### config.mk
export PLATFORM = sky130hd
export DESIGN_NAME = hf_reader_seq
export DESIGN_NICKNAME = d
export VERILOG_FILES = /design/src/rtl/hf_reader_seq.sv
export SDC_FILE = /design/constraint.sdc
export NUM_CORES = 1
export LEC_CHECK = 0
export BUFFER_PORTS_ARGS = -buffer_cell sky130_fd_sc_hd__buf_2
export CELL_PAD_IN_SITES_DETAIL_PLACEMENT = 1
export CELL_PAD_IN_SITES_GLOBAL_PLACEMENT = 1
export CORE_MARGIN = 2
export CORE_UTILIZATION = 40
export DETAILED_ROUTE_END_ITERATION = 8
export PLACE_DENSITY = 0.82
export SYNTH_ARGS = -nofsm -noshare
export SYNTH_HDL_FRONTEND = slang
export SYNTH_SLANG_ARGS = --single-unit
### constraint.sdc
create_clock -name osc_clk -period 7.9 [get_ports osc_clk]
set_input_delay 1.185 -clock osc_clk [delete_from_list [all_inputs] [get_ports osc_clk]]
set_output_delay 1.185 -clock osc_clk [all_outputs]
set_load 0.1 [all_outputs]
### src/rtl/hf_reader_seq.sv
// ISO14443-A reader transaction sequencer: TX slots, guard, listen with timeout, then RX slot packing.
// Optional HF_SEQ_PARITY_EN: RX groups of 9 slots (8 data + odd parity) reported on rx_par_err.
module hf_reader_seq #(
   parameter int GUARD_SLOTS    = 8,
   parameter int TIMEOUT_SLOTS  = 1024,
   parameter int EOF_IDLE_SLOTS = 2,
   parameter int RX_MAX_SLOTS   = 2048
) (
   input  logic        osc_clk,
   input  logic        rst,
   input  logic        bit_strobe,
   input  logic        start,
   input  logic        abort,
   input  logic [8:0]  tx_len,
   input  logic        tx_bit,
   output logic        tx_bit_req,
   input  logic        curbit,
   output logic [2:0]  mod_type,
   output logic        mod_sig,
   output logic [7:0]  rx_byte,
   output logic        rx_valid,
   output logic        rx_last,
   output logic [11:0] rx_nslots,
   output logic        busy,
   output logic        done,
`ifdef HF_SEQ_PARITY_EN
   output logic        rx_par_err,
`endif
   output logic [1:0]  status
);

`ifdef HF_SEQ_PARITY_EN
   localparam int GRP = 9;
`else
   localparam int GRP = 8;
`endif
   localparam int TO_W = $clog2(TIMEOUT_SLOTS + 1);
   localparam int GD_W = $clog2(GUARD_SLOTS + 2);
   localparam int ID_W = $clog2(EOF_IDLE_SLOTS + 2);

   localparam logic [2:0] READER_MOD    = 3'b100;
   localparam logic [2:0] READER_LISTEN = 3'b011;
   localparam logic [1:0] ST_OK  = 2'b00;
   localparam logic [1:0] ST_TO  = 2'b01;
   localparam logic [1:0] ST_OVF = 2'b10;
   localparam logic [1:0] ST_ABT = 2'b11;

   localparam logic [TO_W-1:0] TO_LAST  = TO_W'(TIMEOUT_SLOTS - 1);
   localparam logic [GD_W-1:0] GD_LAST  = GD_W'((GUARD_SLOTS > 0) ? GUARD_SLOTS - 1 : 0);
   localparam logic [ID_W-1:0] EOF_N    = ID_W'(EOF_IDLE_SLOTS);
   localparam logic [11:0]     RX_MAX   = 12'(RX_MAX_SLOTS);
   localparam logic [3:0]      GRP_LAST = 4'(GRP - 1);

   typedef enum logic [2:0] {S_IDLE, S_TX, S_GUARD, S_WAIT, S_RX, S_DONE} state_t;

   state_t          state_q;
   logic [8:0]      tx_len_q, slot_q;
   logic [GD_W-1:0] grd_q;
   logic [TO_W-1:0] to_q;
   logic [ID_W-1:0] idle_q, idle_d;
   logic [3:0]      bit_q;
   logic [GRP-1:0]  acc_q, acc_d;
   logic [11:0]     rx_nslots_q, nslots_d;
   logic [2:0]      mod_type_q;
   logic [7:0]      rx_byte_q;
   logic [1:0]      status_q;
   logic            mod_sig_q, tx_bit_req_q, rx_valid_q, rx_last_q, busy_q, done_q;
   logic            eof, ovf, grp_full;
`ifdef HF_SEQ_PARITY_EN
   logic            par_err_q;
   assign rx_par_err = par_err_q;
`endif

   assign mod_type   = mod_type_q;
   assign mod_sig    = mod_sig_q;
   assign tx_bit_req = tx_bit_req_q;
   assign rx_byte    = rx_byte_q;
   assign rx_valid   = rx_valid_q;
   assign rx_last    = rx_last_q;
   assign rx_nslots  = rx_nslots_q;
   assign busy       = busy_q;
   assign done       = done_q;
   assign status     = status_q;

   // Slot landing view of the RX accumulator, idle run and stored count.
   always_comb begin
      acc_d = acc_q;
      for (int i = 0; i < GRP; i++)
         if (bit_q == 4'(i)) acc_d[i] = curbit;
      idle_d   = curbit ? '0 : ((idle_q == EOF_N) ? idle_q : idle_q + 1'b1);
      nslots_d = (rx_nslots_q == RX_MAX) ? rx_nslots_q : rx_nslots_q + 12'd1;
      eof      = (idle_d == EOF_N);
      ovf      = (nslots_d == RX_MAX);
      grp_full = (bit_q == GRP_LAST);
   end

   always_ff @(negedge osc_clk or posedge rst) begin
      if (rst) begin
         state_q      <= S_IDLE;
         tx_len_q     <= '0;
         slot_q       <= '0;
         grd_q        <= '0;
         to_q         <= '0;
         idle_q       <= '0;
         bit_q        <= '0;
         acc_q        <= '0;
         mod_type_q   <= READER_LISTEN;
         mod_sig_q    <= 1'b0;
         tx_bit_req_q <= 1'b0;
         rx_byte_q    <= '0;
         rx_valid_q   <= 1'b0;
         rx_last_q    <= 1'b0;
         rx_nslots_q  <= '0;
         busy_q       <= 1'b0;
         done_q       <= 1'b0;
         status_q     <= ST_OK;
`ifdef HF_SEQ_PARITY_EN
         par_err_q    <= 1'b0;
`endif
      end else begin
         tx_bit_req_q <= 1'b0;
         rx_valid_q   <= 1'b0;
         rx_last_q    <= 1'b0;
         done_q       <= 1'b0;
         if (state_q == S_IDLE) begin
            if (start && !abort) begin
               status_q    <= ST_OK;
               rx_nslots_q <= '0;
               slot_q      <= '0;
               grd_q       <= '0;
               to_q        <= '0;
               idle_q      <= '0;
               bit_q       <= '0;
               acc_q       <= '0;
               tx_len_q    <= tx_len;
               busy_q      <= 1'b1;
               if (tx_len != 9'd0) begin
                  state_q    <= S_TX;
                  mod_type_q <= READER_MOD;
               end else begin
                  state_q <= S_GUARD;
               end
            end
         end else if (state_q == S_DONE) begin
            state_q <= S_IDLE;
            busy_q  <= 1'b0;
         end else if (abort) begin
            // Abort drops any partial RX group and shuts the modulator off immediately.
            state_q    <= S_DONE;
            mod_type_q <= READER_LISTEN;
            mod_sig_q  <= 1'b0;
            status_q   <= ST_ABT;
            done_q     <= 1'b1;
            acc_q      <= '0;
            bit_q      <= '0;
         end else begin
            case (state_q)
               S_TX: if (bit_strobe) begin
                  if (slot_q != tx_len_q) begin
                     mod_sig_q    <= tx_bit;
                     tx_bit_req_q <= 1'b1;
                     slot_q       <= slot_q + 9'd1;
                  end else begin
                     mod_sig_q  <= 1'b0;
                     mod_type_q <= READER_LISTEN;
                     state_q    <= (GUARD_SLOTS == 0) ? S_WAIT : S_GUARD;
                  end
               end
               S_GUARD: begin
                  if (GUARD_SLOTS == 0) state_q <= S_WAIT;
                  else if (bit_strobe) begin
                     if (grd_q == GD_LAST) state_q <= S_WAIT;
                     else grd_q <= grd_q + 1'b1;
                  end
               end
               S_WAIT: if (bit_strobe) begin
                  if (curbit) state_q <= S_RX;
                  else begin
                     to_q <= to_q + 1'b1;
                     if (to_q == TO_LAST) begin
                        state_q  <= S_DONE;
                        status_q <= ST_TO;
                        done_q   <= 1'b1;
                     end
                  end
               end
               S_RX: if (bit_strobe) begin
                  rx_nslots_q <= nslots_d;
                  idle_q      <= idle_d;
                  if (grp_full) begin
                     rx_byte_q  <= acc_d[7:0];
                     rx_valid_q <= 1'b1;
                     rx_last_q  <= eof || ovf;
                     acc_q      <= '0;
                     bit_q      <= '0;
`ifdef HF_SEQ_PARITY_EN
                     par_err_q  <= ~(^acc_d);
`endif
                  end else begin
                     acc_q <= acc_d;
                     bit_q <= bit_q + 4'd1;
                     if (eof || ovf) begin
                        rx_byte_q  <= acc_d[7:0];
                        rx_valid_q <= 1'b1;
                        rx_last_q  <= 1'b1;
`ifdef HF_SEQ_PARITY_EN
                        par_err_q  <= 1'b1;
`endif
                     end
                  end
                  if (eof || ovf) begin
                     state_q  <= S_DONE;
                     done_q   <= 1'b1;
                     status_q <= eof ? ST_OK : ST_OVF;
                  end
               end
               default: state_q <= S_IDLE;
            endcase
         end
      end
   end

endmodule

==> results of run 1 <==
[critical path, stage by stage]
cell      delay [ps]
buf_2            200
and4bb_2         360
inv_1             60
a211oi_2         430
nor2_1           110
or3_1            440
or3_1            370
a21oi_1          170
[placed cells by master (no fill, tap or decap), drive strengths merged, types with 16 or more instances in the layout]
cell	n
dfrtn	79
buf	49
nand2	44
nor2	43
o21ai	33
mux2	26
inv	25
a21oi	25
xor2	18
nand3	16
[registers in the layout, indices dropped and copies added, names as in the netlist]
name        flops
tx_bit_req      1
mod_sig         1
bit_q           4
state_q         3
mod_type        2
tx_len_q        9
acc_q           8
done            1
slot_q          9
grd_q           4
idle_q          2
rx_last         1
to_q           11
rx_byte         8
status          2
busy            1
rx_nslots      12
rx_valid        1
[cell families (layout without fill, tap and decap cells)]
| group | Yosys count | in the layout |
|---|---|---|
| AO/OA/AOI/OAI | 110 | 110 |
| XOR/XNOR | 24 | 24 |
| adder cells (fa/ha/maj) | 10 | 10 |
| buffers and inverters | 49 | 91 |
| flip-flops | 80 | 80 |
| multiplexers | 32 | 32 |
| AND/OR/NAND/NOR | 171 | 171 |
[how the worst min path moves through the flow]
stage	end	slack, ps	from
6_report	to_q[10]	430	to_q[10]
5_1_grt	to_q[10]	460	to_q[10]
4_1_cts	grd_q[0]	440	grd_q[0]
3_5_place_dp	acc_q[7]	440	acc_q[7]
3_3_place_gp	to_q[10]	410	to_q[10]
2_1_floorplan	to_q[10]	380	to_q[10]
[report_power, final]
group / total [mW] / internal (mW) / switching (mW)
Combinational: 0.642 / 0.201 / 0.441
Clock: 0.436 / 0.262 / 0.174
Sequential: 0.606 / 0.496 / 0.110
[stage by stage]
stage               instance area [um2]  utilization, %
detailed placement                 4850            44.3
floorplan                          4530               -
finish                             5160            47.2
CTS                                5160            47.2
global route                       5160            47.2
global placement                   4850            44.3
[cell type report]
cell class / instances / share of cell area, %
Clock buffer: 11 / 4.90
Inverter: 25 / 1.84
Tap cell: 140 / 3.40
Multi-Input combinational cell: 347 / 44.7
Sequential cell: 80 / 38.8
Timing Repair Buffer: 49 / 5.14
Clock inverter: 6 / 1.14
[layer usage]
metal  global-route usage, %  share of wire [%]  vias to the layer above
met2                    34.8                 51                       66
met1                    24.5                 43                     1891
met4                    6.25                1.7                        0
li1                        -                  -                     1764
met5                       0                  0                        -
met3                    3.79                3.7                       18
==> results.py, run 1 <==
metrics = {
    "clock_network": {
        "cts_resized": 0,
        "holdBufCountCts": 0,
        "cts.path.max_buffers": 2,
        "cts_htree_levels": 3,
        "clockRootBuffer": "clkbuf_16",
        "cts_buffers": 9,
        "cts_setup_buffers": 0,
        "cts_sinks": 80,
        "cts.clk_slew.worst_paths_ps": 50,
        "clk_latency_ps": 390,
        "cts_tree": "yes",
    },
    "worst_setup_path": {
        "cp-startpoint": "curbit",
        "required_ps": 4310,
        "start_kind": "input port",
        "r2r_slack_ps": 4900,
        "worstSetupEndpoint": "to_q[7]",
        "critPathArrivalTime_ps": 3330,
        "r2r_end": "rx_byte[6]",
        "path_class": "input port to flop",
        "crit-reg2reg-launch": "rx_nslots[0]",
        "cp_max_fo": 13,
        "crit_path_end_kind": "flop",
        "r2r_cells": 8,
    },
    "timing": {
        "skew_ps": 47.0,
        "slew_headroom_pct": 50.2,
        "rsz0062_at_grt": "false",
        "slew_violations": 0,
        "hold_viol": 0,
        "finalSetupViolations": 0,
        "tightestPinTransition_ps": 746,
        "setup_slack_ps": 972,
        "finalSetupTns_ps": 0,
        "whs_ps": 433,
    },
    "hold_path": {
        "whs_path_depth": 1,
        "hold_path.class": "flop to flop",
    },
    "synthesis": {
        "avgSynthCellArea_um2": 9.52,
        "synth_top_cell_area_share_pct": 43.6,
        "synth_edf_count": 0,
        "async_reset_ff_share_pct": 100,
        "synth_top_area_cell": "dfrtn_1",
        "synth_mux_area_share_pct": 7.79,
        "synth-xor-area-share_pct": 4.64,
        "yosys.area_share.adder_pct": 2.76,
        "yosys.area_share.simple_pct": 19.3,
        "synthTopCellsByArea": "dfrtn_1, mux2_2, nand2_1",
        "synth_top_family_by_area": "simple AND/OR/NAND/NOR gates",
        "synth-compound-area-share_pct": 16.3,
        "synth-seq-cells": 80,
        "synth_ff_type": "dfrtn_1",
        "synth_cell_types": 63,
        "yosysSeqAreaShare_pct": 44.2,
        "postSynthCellCount": 476,
        "synth-warning-count": 0,
        "syn_nets": 502,
        "syn_area_um2": 4530,
        "yosysMostFrequentCell": "dfrtn_1",
        "synth_commonest_cells": "dfrtn_1, nand2_1, nor2_1",
    },
    "pwr": {
        "power_density_nw_per_um2": 327,
        "p_leak_nw": 2.41,
        "vdd.ir_drop.worst_mv": 0.229,
        "power_mw": 1.68,
    },
    "final_layout": {
        "layoutNonFillerInstCount": 658,
        "multi_input_area_um2": 2310,
        "drive_gt1_share_pct": 21.4,
        "num-fill-cells": 1267,
        "final_nets": 539,
        "syn_to_final_growth_pct": 13.8,
        "antenna_cells": 0,
        "seqCellArea_um2": 2000,
    },
    "grt": {
        "grt_pass1_vias": 4107,
        "grt_start_max_net_pins": 42,
        "grtUsageTotal_pct": 19.8,
        "antenna_found_initial": 0,
        "grt.overflow.total": 0,
        "grt_pass1_wl_um": 20000,
    },
    "floorplan": {
        "coreArea_um2": 10900,
        "rows": 38,
        "ios": 47,
        "initial_utilization_pct": 41.4,
        "fp.dieH_um": 110,
        "dieWidth_um": 110,
        "die_area_um2": 12200,
    },
    "route": {
        "routed_wl_um": 11500,
        "drtPass1Iterations": 4,
        "vias_per_cell": 5.68,
        "drcViolationCount": 0,
        "wl_per_cell_um": 17.6,
        "ant_nets": 0,
        "vias": 3739,
        "dr.first_iter.drc_count": 224,
    },
    "placed_design": {
        "dp_slack_ps": 647,
        "portBuffers": 46,
        "place.gp.congestion": 0.871,
        "dp_hpwl_um": 8090,
        "place_inst": 642,
    },
    "job": {
        "maxCapViolCount": 0,
    },
    "status": {
        "status": "complete, no violations",
    },
}
No activity file was read; power rests on OpenSTA's default activity.
==> run 2: changes to the inputs <==
--- a/config.mk
+++ b/config.mk
@@ -9,9 +9,9 @@
 export CELL_PAD_IN_SITES_DETAIL_PLACEMENT = 1
 export CELL_PAD_IN_SITES_GLOBAL_PLACEMENT = 1
 export CORE_MARGIN = 2
-export CORE_UTILIZATION = 40
+export CORE_UTILIZATION = 49
 export DETAILED_ROUTE_END_ITERATION = 8
-export PLACE_DENSITY = 0.82
+export PLACE_DENSITY = 0.95
 export SYNTH_ARGS = -nofsm -noshare
 export SYNTH_HDL_FRONTEND = slang
 export SYNTH_SLANG_ARGS = --single-unit
==> results.py, run 2 (synthesis results as in run 1) <==
metrics = {
    "clock_network": {
        "clockRootBuffer": "clkbuf_8",
        "clk_latency_ps": 400,
        "cts_setup_buffers": 0,
        "holdBufCountCts": 0,
        "cts_tree": "yes",
        "cts.path.max_buffers": 2,
        "cts_htree_levels": 3,
        "cts_resized": 0,
        "cts_sinks": 80,
        "cts_buffers": 9,
        "cts.clk_slew.worst_paths_ps": 60,
    },
    "hold_path": {
        "hold_path.class": "flop to flop",
    },
    "worst_setup_path": {
        "r2r_cells": 8,
        "required_ps": 4320,
        "path_class": "input port to flop",
        "cp-startpoint": "curbit",
        "crit-reg2reg-launch": "rx_nslots[0]",
        "crit_path_end_kind": "flop",
        "r2r_end": "rx_byte[3]",
        "cp_max_fo": 13,
        "worstSetupEndpoint": "to_q[7]",
        "r2r_slack_ps": 4890,
        "critPathArrivalTime_ps": 3280,
        "start_kind": "input port",
    },
    "timing": {
        "slew_headroom_pct": 50.7,
        "skew_ps": 65.4,
        "whs_ps": 411,
        "rsz0062_at_grt": "false",
        "slew_violations": 0,
        "hold_viol": 0,
        "setup_slack_ps": 1030,
        "tightestPinTransition_ps": 739,
        "finalSetupViolations": 0,
        "finalSetupTns_ps": 0,
    },
    "grt": {
        "grt_pass1_wl_um": 20400,
        "grt_start_max_net_pins": 42,
        "met2_usage_pct": 46.5,
        "grtUsageMet1_pct": 31.5,
        "grt.overflow.total": 0,
        "grtUsageTotal_pct": 25.6,
        "antenna_found_initial": 0,
        "grt.busiest_layer": "met2",
        "grt_pass1_vias": 4049,
        "grt_use_met3_pct": 3.41,
    },
    "floorplan": {
        "coreArea_um2": 9110,
        "ios": 47,
        "fp.dieH_um": 100,
        "initial_utilization_pct": 49.7,
        "die_area_um2": 10000,
        "rows": 35,
        "dieWidth_um": 100,
    },
    "pwr": {
        "clkPwrFrac_pct": 19.2,
        "combinationalPowerShare_pct": 42.0,
        "power_density_nw_per_um2": 313,
        "p_int_mw": 0.825,
        "power_frac_seq_pct": 38.8,
        "switching_share_pct": 47.2,
        "p_leak_nw": 2.36,
        "vdd.ir_drop.worst_mv": 0.177,
        "netSwitchingPower_mw": 0.738,
        "power_mw": 1.56,
    },
    "final_layout": {
        "antenna_cells": 0,
        "num-fill-cells": 1054,
        "final_util_pct": 54.9,
        "final_nets": 541,
        "largest_reg_flops": 12,
        "drive_gt1_share_pct": 21.7,
        "final_area_um2": 5000,
        "mostFrequentLayoutCells": "dfrtn_1, buf_2, nor2_1, nand2_1, o21ai_0",
        "layoutNonFillerInstCount": 631,
        "syn_to_final_growth_pct": 10.4,
        "final_common_cell": "dfrtn_1",
    },
    "job": {
        "maxCapViolCount": 0,
    },
    "route": {
        "wl_per_cell_um": 19.0,
        "vias": 3803,
        "ant_nets": 0,
        "drcViolationCount": 0,
        "drtPass1Iterations": 4,
        "vias_per_cell": 6.03,
        "dr.first_iter.drc_count": 156,
        "routed_wl_um": 12000,
    },
    "placed_design": {
        "placed_cell_area_um2": 4810,
        "portBuffers": 46,
        "dp_hpwl_um": 8710,
        "place.gp.congestion": 0.891,
        "dp_slack_ps": 687,
        "place_inst": 615,
    },
    "status": {
        "status": "complete, no violations",
    },
}
[run 2: changes by cell type in the layout (fill, tap and decap cells not counted), sizes merged]
cell      delta
inv          +5
clkbuf       -1
clkinvlp     -2
clkinv       -1
buf          +2
bufinv       -1
[run 2: per-layer routing]
metal,wire length (um),vias up,share of wire [%]
li1,-,1765,-
met1,5080,1934,42
met2,6340,90,53
met3,412,14,3.4
met4,184,0,1.5
met5,0,-,0
[run 2: worst max-delay path: stages]
cell and delay (ps):
buf_2 190, and4bb_2 360, inv_1 60, a211oi_2 400, nor2_1 110, or3_1 430, or3_1 380, a21oi_1 160
[run 2: worst min path at each step]
stage | from | to | slack, ps | cells after the start
2_1_floorplan | to_q[10] | to_q[10] | 380 | 1
3_3_place_gp | to_q[10] | to_q[10] | 400 | 1
3_5_place_dp | to_q[10] | to_q[10] | 430 | 1
4_1_cts | to_q[10] | to_q[10] | 420 | 1
5_1_grt | to_q[10] | to_q[10] | 440 | 1
6_report | to_q[10] | to_q[10] | 410 | 1
[run 2: final cells by class]
| type | count | area [um2] | share of cell area [%] |
|---|---|---|---|
| Clock inverter | 7 | 51.3 | 1.03 |
| Inverter | 25 | 95.1 | 1.90 |
| Sequential cell | 80 | 2000 | 40.1 |
| Clock buffer | 10 | 138 | 2.75 |
| Timing Repair Buffer | 51 | 268 | 5.36 |
| Tap cell | 111 | 139 | 2.78 |
| Multi-Input combinational cell | 347 | 2310 | 46.1 |
[run 2: power by group through the flow]
stage / Clock [mW] / Combinational [mW] / Sequential, mW
after floorplan: 0.00158 / 0.383 / 0.723
after global placement: 0.00158 / 0.625 / 0.603
after detailed placement: 0.00158 / 0.651 / 0.611
after CTS: 0.306 / 0.657 / 0.604
after global routing: 0.320 / 0.715 / 0.620
final: 0.301 / 0.657 / 0.606
